File: src/rtl/seg7_display_arbiter.sv
// Four-digit seven-segment scan controller shared between two requesters.
// Ownership moves only at frame boundaries. The owner's value is latched once per
// frame, so a frame never shows digits from two different values.
module seg7_display_arbiter #(
  parameter int unsigned SCAN_DIV     = 65536,
  parameter int unsigned BLANK_CYCLES = 256,
  parameter int unsigned HOLD_FRAMES  = 8
) (
  input  logic        clk,
  input  logic        rst_n,
  input  logic        req_a,
  input  logic [15:0] val_a,
  input  logic        req_b,
  input  logic [15:0] val_b,
  output logic        gnt_a,
  output logic        gnt_b,
  output logic [6:0]  display,
  output logic [3:0]  grounds,
  output logic        frame_tick
);

  localparam int unsigned DivW  = $clog2(SCAN_DIV);
  localparam int unsigned HoldW = (HOLD_FRAMES > 1) ? $clog2(HOLD_FRAMES) : 1;

  localparam logic [DivW-1:0]  DivMax   = DivW'(SCAN_DIV - 1);
  localparam logic [DivW-1:0]  BlankLim = DivW'(BLANK_CYCLES);
  localparam logic [HoldW-1:0] HoldMax  = HoldW'(HOLD_FRAMES - 1);
  localparam logic [6:0]       SegDash  = 7'b0000001;

  // Reject parameter sets that would break the scan timing.
  if (SCAN_DIV < 2) begin : gen_bad_div
    $error("SCAN_DIV must be at least 2");
  end
  if (BLANK_CYCLES >= SCAN_DIV) begin : gen_bad_blank
    $error("BLANK_CYCLES must be smaller than SCAN_DIV");
  end
  if (HOLD_FRAMES < 1) begin : gen_bad_hold
    $error("HOLD_FRAMES must be at least 1");
  end

  typedef enum logic [1:0] {
    StIdle,
    StOwnA,
    StOwnB
  } state_e;

  logic [DivW-1:0]  div_cnt;
  logic [1:0]       idx;
  state_e           state;
  state_e           next_state;
  logic             last;      // 1: B was granted most recently, 0: A
  logic [HoldW-1:0] hold_cnt;
  logic [15:0]      shadow;
  logic             frame_end;
  logic [3:0]       digit;

  assign frame_end = (idx == 2'd3) && (div_cnt == DivMax);

  // Hex nibble to active-high {a,b,c,d,e,f,g}.
  function automatic logic [6:0] hex_to_seg(input logic [3:0] nib);
    logic [6:0] seg;
    unique case (nib)
      4'h0: seg = 7'b1111110;
      4'h1: seg = 7'b0110000;
      4'h2: seg = 7'b1101101;
      4'h3: seg = 7'b1111001;
      4'h4: seg = 7'b0110011;
      4'h5: seg = 7'b1011011;
      4'h6: seg = 7'b1011111;
      4'h7: seg = 7'b1110000;
      4'h8: seg = 7'b1111111;
      4'h9: seg = 7'b1111011;
      4'hA: seg = 7'b1110111;
      4'hB: seg = 7'b0011111;
      4'hC: seg = 7'b1001110;
      4'hD: seg = 7'b0111101;
      4'hE: seg = 7'b1001111;
      4'hF: seg = 7'b1000111;
      default: seg = 7'b0000000;
    endcase
    return seg;
  endfunction

  // Slot divider and digit index; idx advances each time div_cnt wraps.
  always_ff @(posedge clk) begin
    if (!rst_n) begin
      div_cnt <= '0;
      idx     <= 2'd0;
    end else if (div_cnt == DivMax) begin
      div_cnt <= '0;
      idx     <= idx + 2'd1;
    end else begin
      div_cnt <= div_cnt + DivW'(1);
    end
  end

  // Arbitration decision; only consumed at frame end.
  always_comb begin
    next_state = state;
    unique case (state)
      StIdle: begin
        if (req_a && req_b) begin
          // Both waiting: hand the display to the side that did not have it last.
          next_state = last ? StOwnA : StOwnB;
        end else if (req_a) begin
          next_state = StOwnA;
        end else if (req_b) begin
          next_state = StOwnB;
        end
      end
      StOwnA: begin
        if (!req_a) begin
          // Release is immediate; the hold time only protects an active owner.
          next_state = req_b ? StOwnB : StIdle;
        end else if (req_b && (hold_cnt >= HoldMax)) begin
          next_state = StOwnB;
        end
      end
      StOwnB: begin
        if (!req_b) begin
          next_state = req_a ? StOwnA : StIdle;
        end else if (req_a && (hold_cnt >= HoldMax)) begin
          next_state = StOwnA;
        end
      end
      default: next_state = StIdle;
    endcase
  end

  // Ownership FSM, grants and value latch; everything moves at frame end only.
  always_ff @(posedge clk) begin
    if (!rst_n) begin
      state    <= StIdle;
      last     <= 1'b1;
      hold_cnt <= '0;
      shadow   <= 16'h0000;
      gnt_a    <= 1'b0;
      gnt_b    <= 1'b0;
    end else if (frame_end) begin
      state <= next_state;
      gnt_a <= (next_state == StOwnA);
      gnt_b <= (next_state == StOwnB);

      if ((next_state != StIdle) && (next_state == state)) begin
        if (hold_cnt != HoldMax) begin
          hold_cnt <= hold_cnt + HoldW'(1);
        end
      end else begin
        hold_cnt <= '0;
      end

      // Idle keeps the old value latched; dashes are shown instead.
      if (next_state == StOwnA) begin
        shadow <= val_a;
        last   <= 1'b0;
      end else if (next_state == StOwnB) begin
        shadow <= val_b;
        last   <= 1'b1;
      end
    end
  end

  // Nibble for the current slot, leftmost digit first.
  always_comb begin
    digit = 4'h0;
    unique case (idx)
      2'd0: digit = shadow[15:12];
      2'd1: digit = shadow[11:8];
      2'd2: digit = shadow[7:4];
      2'd3: digit = shadow[3:0];
      default: digit = 4'h0;
    endcase
  end

  // Registered pin drive: blanking at the start of each slot, then one grounded digit.
  always_ff @(posedge clk) begin
    if (!rst_n) begin
      grounds    <= 4'b1111;
      display    <= 7'b0000000;
      frame_tick <= 1'b0;
    end else begin
      frame_tick <= frame_end;
      if (div_cnt < BlankLim) begin
        grounds <= 4'b1111;
        display <= 7'b0000000;
      end else begin
        grounds <= ~(4'b0001 << idx);
        display <= (state == StIdle) ? SegDash : hex_to_seg(digit);
      end
    end
  end

endmodule

File: config.mk
export PLATFORM = sky130hd
export DESIGN_NAME = seg7_display_arbiter
export DESIGN_NICKNAME = d
export VERILOG_FILES = /design/src/rtl/seg7_display_arbiter.sv
export SDC_FILE = /design/constraint.sdc
export NUM_CORES = 1
export LEC_CHECK = 0
export BUFFER_PORTS_ARGS = -buffer_cell sky130_fd_sc_hd__buf_2
export CAP_MARGIN = 20
export CORE_MARGIN = 1
export CORE_UTILIZATION = 25
export CTS_BUF_LIST = sky130_fd_sc_hd__clkbuf_2 sky130_fd_sc_hd__clkbuf_4 sky130_fd_sc_hd__clkbuf_8
export DETAILED_ROUTE_END_ITERATION = 10
export GPL_ROUTABILITY_DRIVEN = 0
export PLACE_DENSITY = 0.45
export REMOVE_ABC_BUFFERS = 1
export SYNTH_ARGS = -nofsm -noshare
export SYNTH_HDL_FRONTEND = slang
export SYNTH_SLANG_ARGS = --single-unit
File: constraint.sdc
create_clock -name clk -period 3.9 [get_ports clk]
set_input_delay 0.585 -clock clk [delete_from_list [all_inputs] [get_ports clk]]
set_output_delay 0.585 -clock clk [all_outputs]
set_load 0.01 [all_outputs]
== Word-level counts from Yosys, hierarchy flattened ==
Memories as Yosys holds them, arrays and structs flattened.
Cells that the tools add are included.

* Shift operators: 1
* Reductions and logical operators: 14
* Equal/unequal tests: 11
* Muxes and demuxes: 19
* Bitwise logic cells: 2
* Order comparisons: 2
* $add $sub $neg: 3

{| class="wikitable"
|+ Operators by type and width
! operator !! count
|-
| 16-bit 2-to-1 mux || 2
|-
| 2-bit 2-to-1 mux || 9
|-
| 16-bit by 1-bit adder with 16-bit output, second input constant || 1
|-
| 16-bit == test, second input constant || 1
|-
| 16-bit by 9-bit < comparator with 1-bit output, second input constant || 1
|-
| 4-bit one-hot mux with 4 select lines || 1
|-
| 2-bit == test, second input constant || 4
|-
| 2-bit by 1-bit == test with 1-bit output, second input constant || 3
|-
| 3-bit 2-to-1 mux || 2
|-
| 2-bit one-hot mux with 3 select lines || 1
|-
| 1-bit logical AND || 5
|-
| 2-bit zero test || 2
|-
| 1-bit 2-to-1 mux || 4
|-
| 4-bit NOT || 1
|-
| 2-bit AND reduction || 2
|-
| 2-bit nonzero test || 2
|-
| 2-bit OR reduction || 2
|-
| 1-bit by 2-bit left shift with 4-bit output, first input constant || 1
|-
| 3-bit by 1-bit adder with 3-bit output, second input constant || 1
|-
| 3-bit >= comparator, second input constant || 1
|-
| 3-bit inequality test, second input constant || 1
|-
| 3-bit OR reduction || 1
|-
| 2-bit by 1-bit adder with 2-bit output, second input constant || 1
|-
| 2-bit == test || 1
|-
| 2 further kinds || 2
|}

* Logic and storage cells: 65
* Input bits: 36
* Output and inout bits: 14
* Register bits: 54
* Memories: 1
* ROM bits: 112

{| class="wikitable"
|+ Memories
! name !! words !! bits a word !! rd ports !! clocked after memory_dff !! write ports !! RTL line !! text
|-
| (name not given) || 16 || 7 || 1 || 0 || 0 || 62 || <nowiki>unique case (nib)</nowiki>
|}

== Depth between registers and ports, before layout ==
* Depth in word-level cells: 9
* Gate-level depth with buffers: 13
* Depth with buffers taken out: 11

== Worst setup path before layout ==
Ideal clock, no wire load.

* Path type: reg-to-reg
* From: register hold_cnt[0]
* To: register shadow[10]
* Path slack: 1.137 ns
* Period minus slack after synthesis: 2.763 ns
* Path buffers: 2
* Data required time: 3.782 ns
* Setup time: 0.118 ns
* Cell stages (with the launch flop): 14
* Arrival time: 2.645 ns
* Cells stage by stage: dfxtp_1 > ha_1 > ha_1 > a31o_2 > o2bb2ai_1 > nand2_1 > o2111ai_1 > inv_1 > ha_1 > clkbuf_1 > buf_1 > mux2_2 > nand2_1 > a21boi_2

* Longest elaborated chain between the ends: 8
* Elaborated cells between the ends (all ways): 13
* Those cells by class: 1 x order compare; 2 x eq/ne; 6 x mux; 4 x reduce/logical

{| class="wikitable"
|+ Ends and longest elaborated chain
! item !! RTL line !! text
|-
| start, declared || 52 || <nowiki>logic [HoldW-1:0] hold_cnt;</nowiki>
|-
| start signal, assigned || 146 || <nowiki>hold_cnt <= hold_cnt + HoldW'(1);</nowiki>
|-
| 3-bit >= comparator (*) || 115, 122 ||
|-
| 1-bit logical AND (on tied branches) || 122, 115 ||
|-
| 2-bit 2-to-1 mux (on tied branches) || 122, 115 ||
|-
| 2-bit 2-to-1 mux (on tied branches) || 120, 112 ||
|-
| 2-bit one-hot mux with 3 select lines (*) || 100 || <nowiki>unique case (state)</nowiki>
|-
| via next_state[0] || 50 || <nowiki>state_e next_state;</nowiki>
|-
| 2-bit by 1-bit == test with 1-bit output / 2-bit == test (equally long branches) || 153, 156 ||
|-
| 2-bit nonzero test (no line) || n/a ||
|-
| 2-bit AND reduction (no line) || n/a ||
|-
| end signal, assigned || 154 || <nowiki>shadow <= val_a;</nowiki>
|-
| end signal, assigned || 157 || <nowiki>shadow <= val_b;</nowiki>
|-
| end, declared || 53 || <nowiki>logic [15:0] shadow;</nowiki>
|}

The timed path passes the listed nets; every way through them passes the cells marked *.
A chain may end at the register's enable or synchronous reset.

== Worst setup path in the final report ==
* From: register hold_cnt[0]
* To: register shadow[5]

The elaborated chain is that of the path after synthesis.

==> results.yml <==
timing:
  fmax_mhz: 345
  slew_viol_final: 0
  rsz0062_at_grt: "false"
  worst_pin_slew_ns: 0.883
  fin_crit_sh_pct: 74.4
  whs_ns: 0.465
  hold_viol: 0
  setup_tns_ns: 0
  finalClockSkew_ns: 0.0148
  layout_min_cycle_time_ns: 2.90
  setup_viol: 0
  slew_headroom_pct: 40.9
critical_path:
  cp-start-kind: "flop"
  reg2reg_from: "hold_cnt[0]"
  path_max_fanout: 17
  reg2reg_to: "shadow[5]"
  critPathKind: "flop to flop"
  reg2reg_setup_slack_ns: 1.00
  end_kind: "flop"
  crit_required_ns: 4.11
  worst_ep_arrival_time_ns: 3.11
  reg2regPathDepth: 11
  cp-endpoint: "shadow[5]"
  crit_start: "hold_cnt[0]"
synth:
  ys_ff_latch: 54
  synth-compound-area-share_pct: 16.2
  synth_area_leaders: "dfxtp_1, ha_1, nand2_1"
  muxShareOfSynthArea_pct: 8.71
  netlist_top_cells_count: "nand2_1, dfxtp_1, nor2_1"
  async_reset_ff_share_pct: 0
  yosysTopAreaCellShare_pct: 37.5
  synth_top_family_by_area: "simple AND/OR/NAND/NOR gates"
  synth_ff_type: "dfxtp_1"
  synth_simple_gate_area_share_pct: 20.8
  synth_adder_area_share_pct: 7.80
  synth_area_mm2: 0.00289
  yosysTopAreaCell: "dfxtp_1"
  postSynthCellCount: 319
  synth_edf_count: 0
  seq_area_frac_synth_pct: 37.5
  synthDistinctLibCells: 53
  yosysWarnings: 0
  synthMostInstantiatedCell: "nand2_1"
  synthXorXnorAreaFrac_pct: 4.85
  syn_area_per_cell_um2: 9.05
layout:
  post-route-cell-area_mm2: 0.00337
  nets: 418
  drive_gt1_share_pct: 25.5
  multi_input_area_mm2: 0.00169
  area_growth_pct: 16.8
  n_fill_cell: 1202
  seqCellArea_mm2: 0.00108
  diodes: 0
  finish.utilization_pct: 30.6
routing:
  dr.pass1.iters: 4
  via_count: 2267
  post-route-drc-count: 0
  wirelength_um: 6270
  drtIter0Drc: 62
  vias_per_cell: 4.49
  detail_route.wl_per_cell_um: 12.4
  drtAntennaViolNets: 0
hold_path:
  hp-class: "flop to flop"
clock_network:
  post-cts-setup-buffers: 0
  numCtsBuffers: 5
  cts.sinks: 54
  ctsHtreeMaxLevel: 2
  clock_latency_ns: 0.32
  hold_buffers: 0
  cts_resized: 0
  cts.clk_slew.worst_paths_ns: 0.11
  clk_path_buf_depth: 2
  root_buffer: "clkbuf_8"
  cts_tree: "built"
global_route:
  grt_pass1_vias: 2089
  antenna_found_initial: 0
  grt_pass1_wl_um: 10200
  grt_max_degree: 33
  grt-ovfl-total: 0
  grt_use_total_pct: 11.1
place:
  hpwl_um: 4610
  place_area_mm2: 0.00325
  portBuffers: 49
job:
  drv_cap: 0
floorplanning:
  core_area_mm2: 0.0110
  dieArea_mm2: 0.0120
  die_w_um: 109
  pin_count: 50
  fp-row-count: 38
  dieHeight_um: 109
  start_util_pct: 26.2
pwr:
  p_leak_nw: 1.34
  ir_drop_v: 0.000148
  pwr_density_cell_mw_per_mm2: 302
  power_mw: 1.02
outcome:
  status: "completed"
[critical path, stage by stage, from the launching register on]
cell	delay, ns
dfxtp_1	0.35
ha_1	0.21
ha_1	0.22
a31o_2	0.26
o2bb2ai_1	0.12
nand2_1	0.07
o2111ai_1	0.19
inv_1	0.11
ha_1	0.70
mux2_2	0.41
nand2_1	0.07
a21boi_0	0.09
[stage by stage]
stage | setup WS (ns) | std cells
2_1_floorplan | 1.38 | 304
3_3_place_gp | 1.06 | 496
3_5_place_dp | 0.970 | 496
4_1_cts | 0.976 | 504
5_1_grt | 0.781 | 505
6_report | 1.00 | 505
[metal layers]
metal / vias up / track usage, % / part of all wire, %
li1: 1198 / - / -
met1: 1027 / 14.7 / 51
met2: 37 / 17.8 / 44
met3: 5 / 2.25 / 3.1
met4: 0 / 4.00 / 1.5
met5: - / 0 / 0
[cell usage in the layout, fill, tap and decap left out, types with 3 or more instances in the layout]
| cell type | Yosys | final |
|---|---|---|
| o21ai_0 | 7 | 7 |
| a22o_1 | 3 | 3 |
| inv_1 | 10 | 10 |
| xnor2_1 | 8 | 8 |
| a22oi_1 | 3 | 3 |
| mux2i_1 | 6 | 6 |
| ha_1 | 18 | 18 |
| a21boi_2 | 9 | 9 |
| nor2b_1 | 4 | 4 |
| and3_1 | 4 | 4 |
| xor2_1 | 8 | 8 |
| clkbuf_8 | 0 | 5 |
| mux2_2 | 17 | 17 |
| a21oi_1 | 5 | 5 |
| dfxtp_1 | 54 | 54 |
| and2_1 | 5 | 5 |
| nand3_1 | 6 | 6 |
| nor4_1 | 5 | 5 |
| o2bb2ai_1 | 3 | 3 |
| a21boi_0 | 9 | 9 |
| buf_4 | 0 | 4 |
| nor2_1 | 23 | 23 |
| nand2_1 | 59 | 59 |
| buf_2 | 2 | 49 |
| nand4_1 | 5 | 5 |
[how the worst min path moves through the flow]
stage	cells past startpoint	to	slack, ns	startpoint
global placement	2	shadow[4]	0.45	shadow[4]
global route	2	shadow[12]	0.49	shadow[12]
CTS	2	shadow[15]	0.47	shadow[15]
finish	2	shadow[12]	0.47	shadow[12]
detailed placement	2	shadow[15]	0.45	shadow[15]
floorplan	1	div_cnt[0]	0.43	div_cnt[0]
[report_power, final]
part,leakage [nW],total [mW],switching (mW),internal [mW]
logic,0.843,0.0649,0.0280,0.0368
registers,0.436,0.556,0.00272,0.554
clock network,0.0587,0.397,0.202,0.195
[state kept, by name, indices dropped and copies added (netlist names)]
name,flops
div_cnt,16
last,1
gnt_a,1
gnt_b,1
idx,2
state,2
frame_tick,1
display,7
grounds,4
hold_cnt,3
shadow,16
[kinds of logic (layout without fill, tap and decap cells)]
logic type      Yosys count  count (layout)
compound gates           59              59
flops                    54              54
mux                      23              23
simple gates            124             124
xor+xnor                 16              16
buf+inv                  25              71
fa+ha+maj                18              18
[final cells by class]
| cell class | count | share of cell area, % |
|---|---|---|
| clock buffers | 5 | 2.04 |
| repair buffers | 53 | 8.17 |
| clock inverters | 3 | 1.41 |
| inverters | 10 | 1.11 |
| flip-flops and latches | 54 | 32.1 |
| well taps | 140 | 5.20 |
| multi-input cells | 240 | 50.0 |
Power figures use the tool's default switching activity.
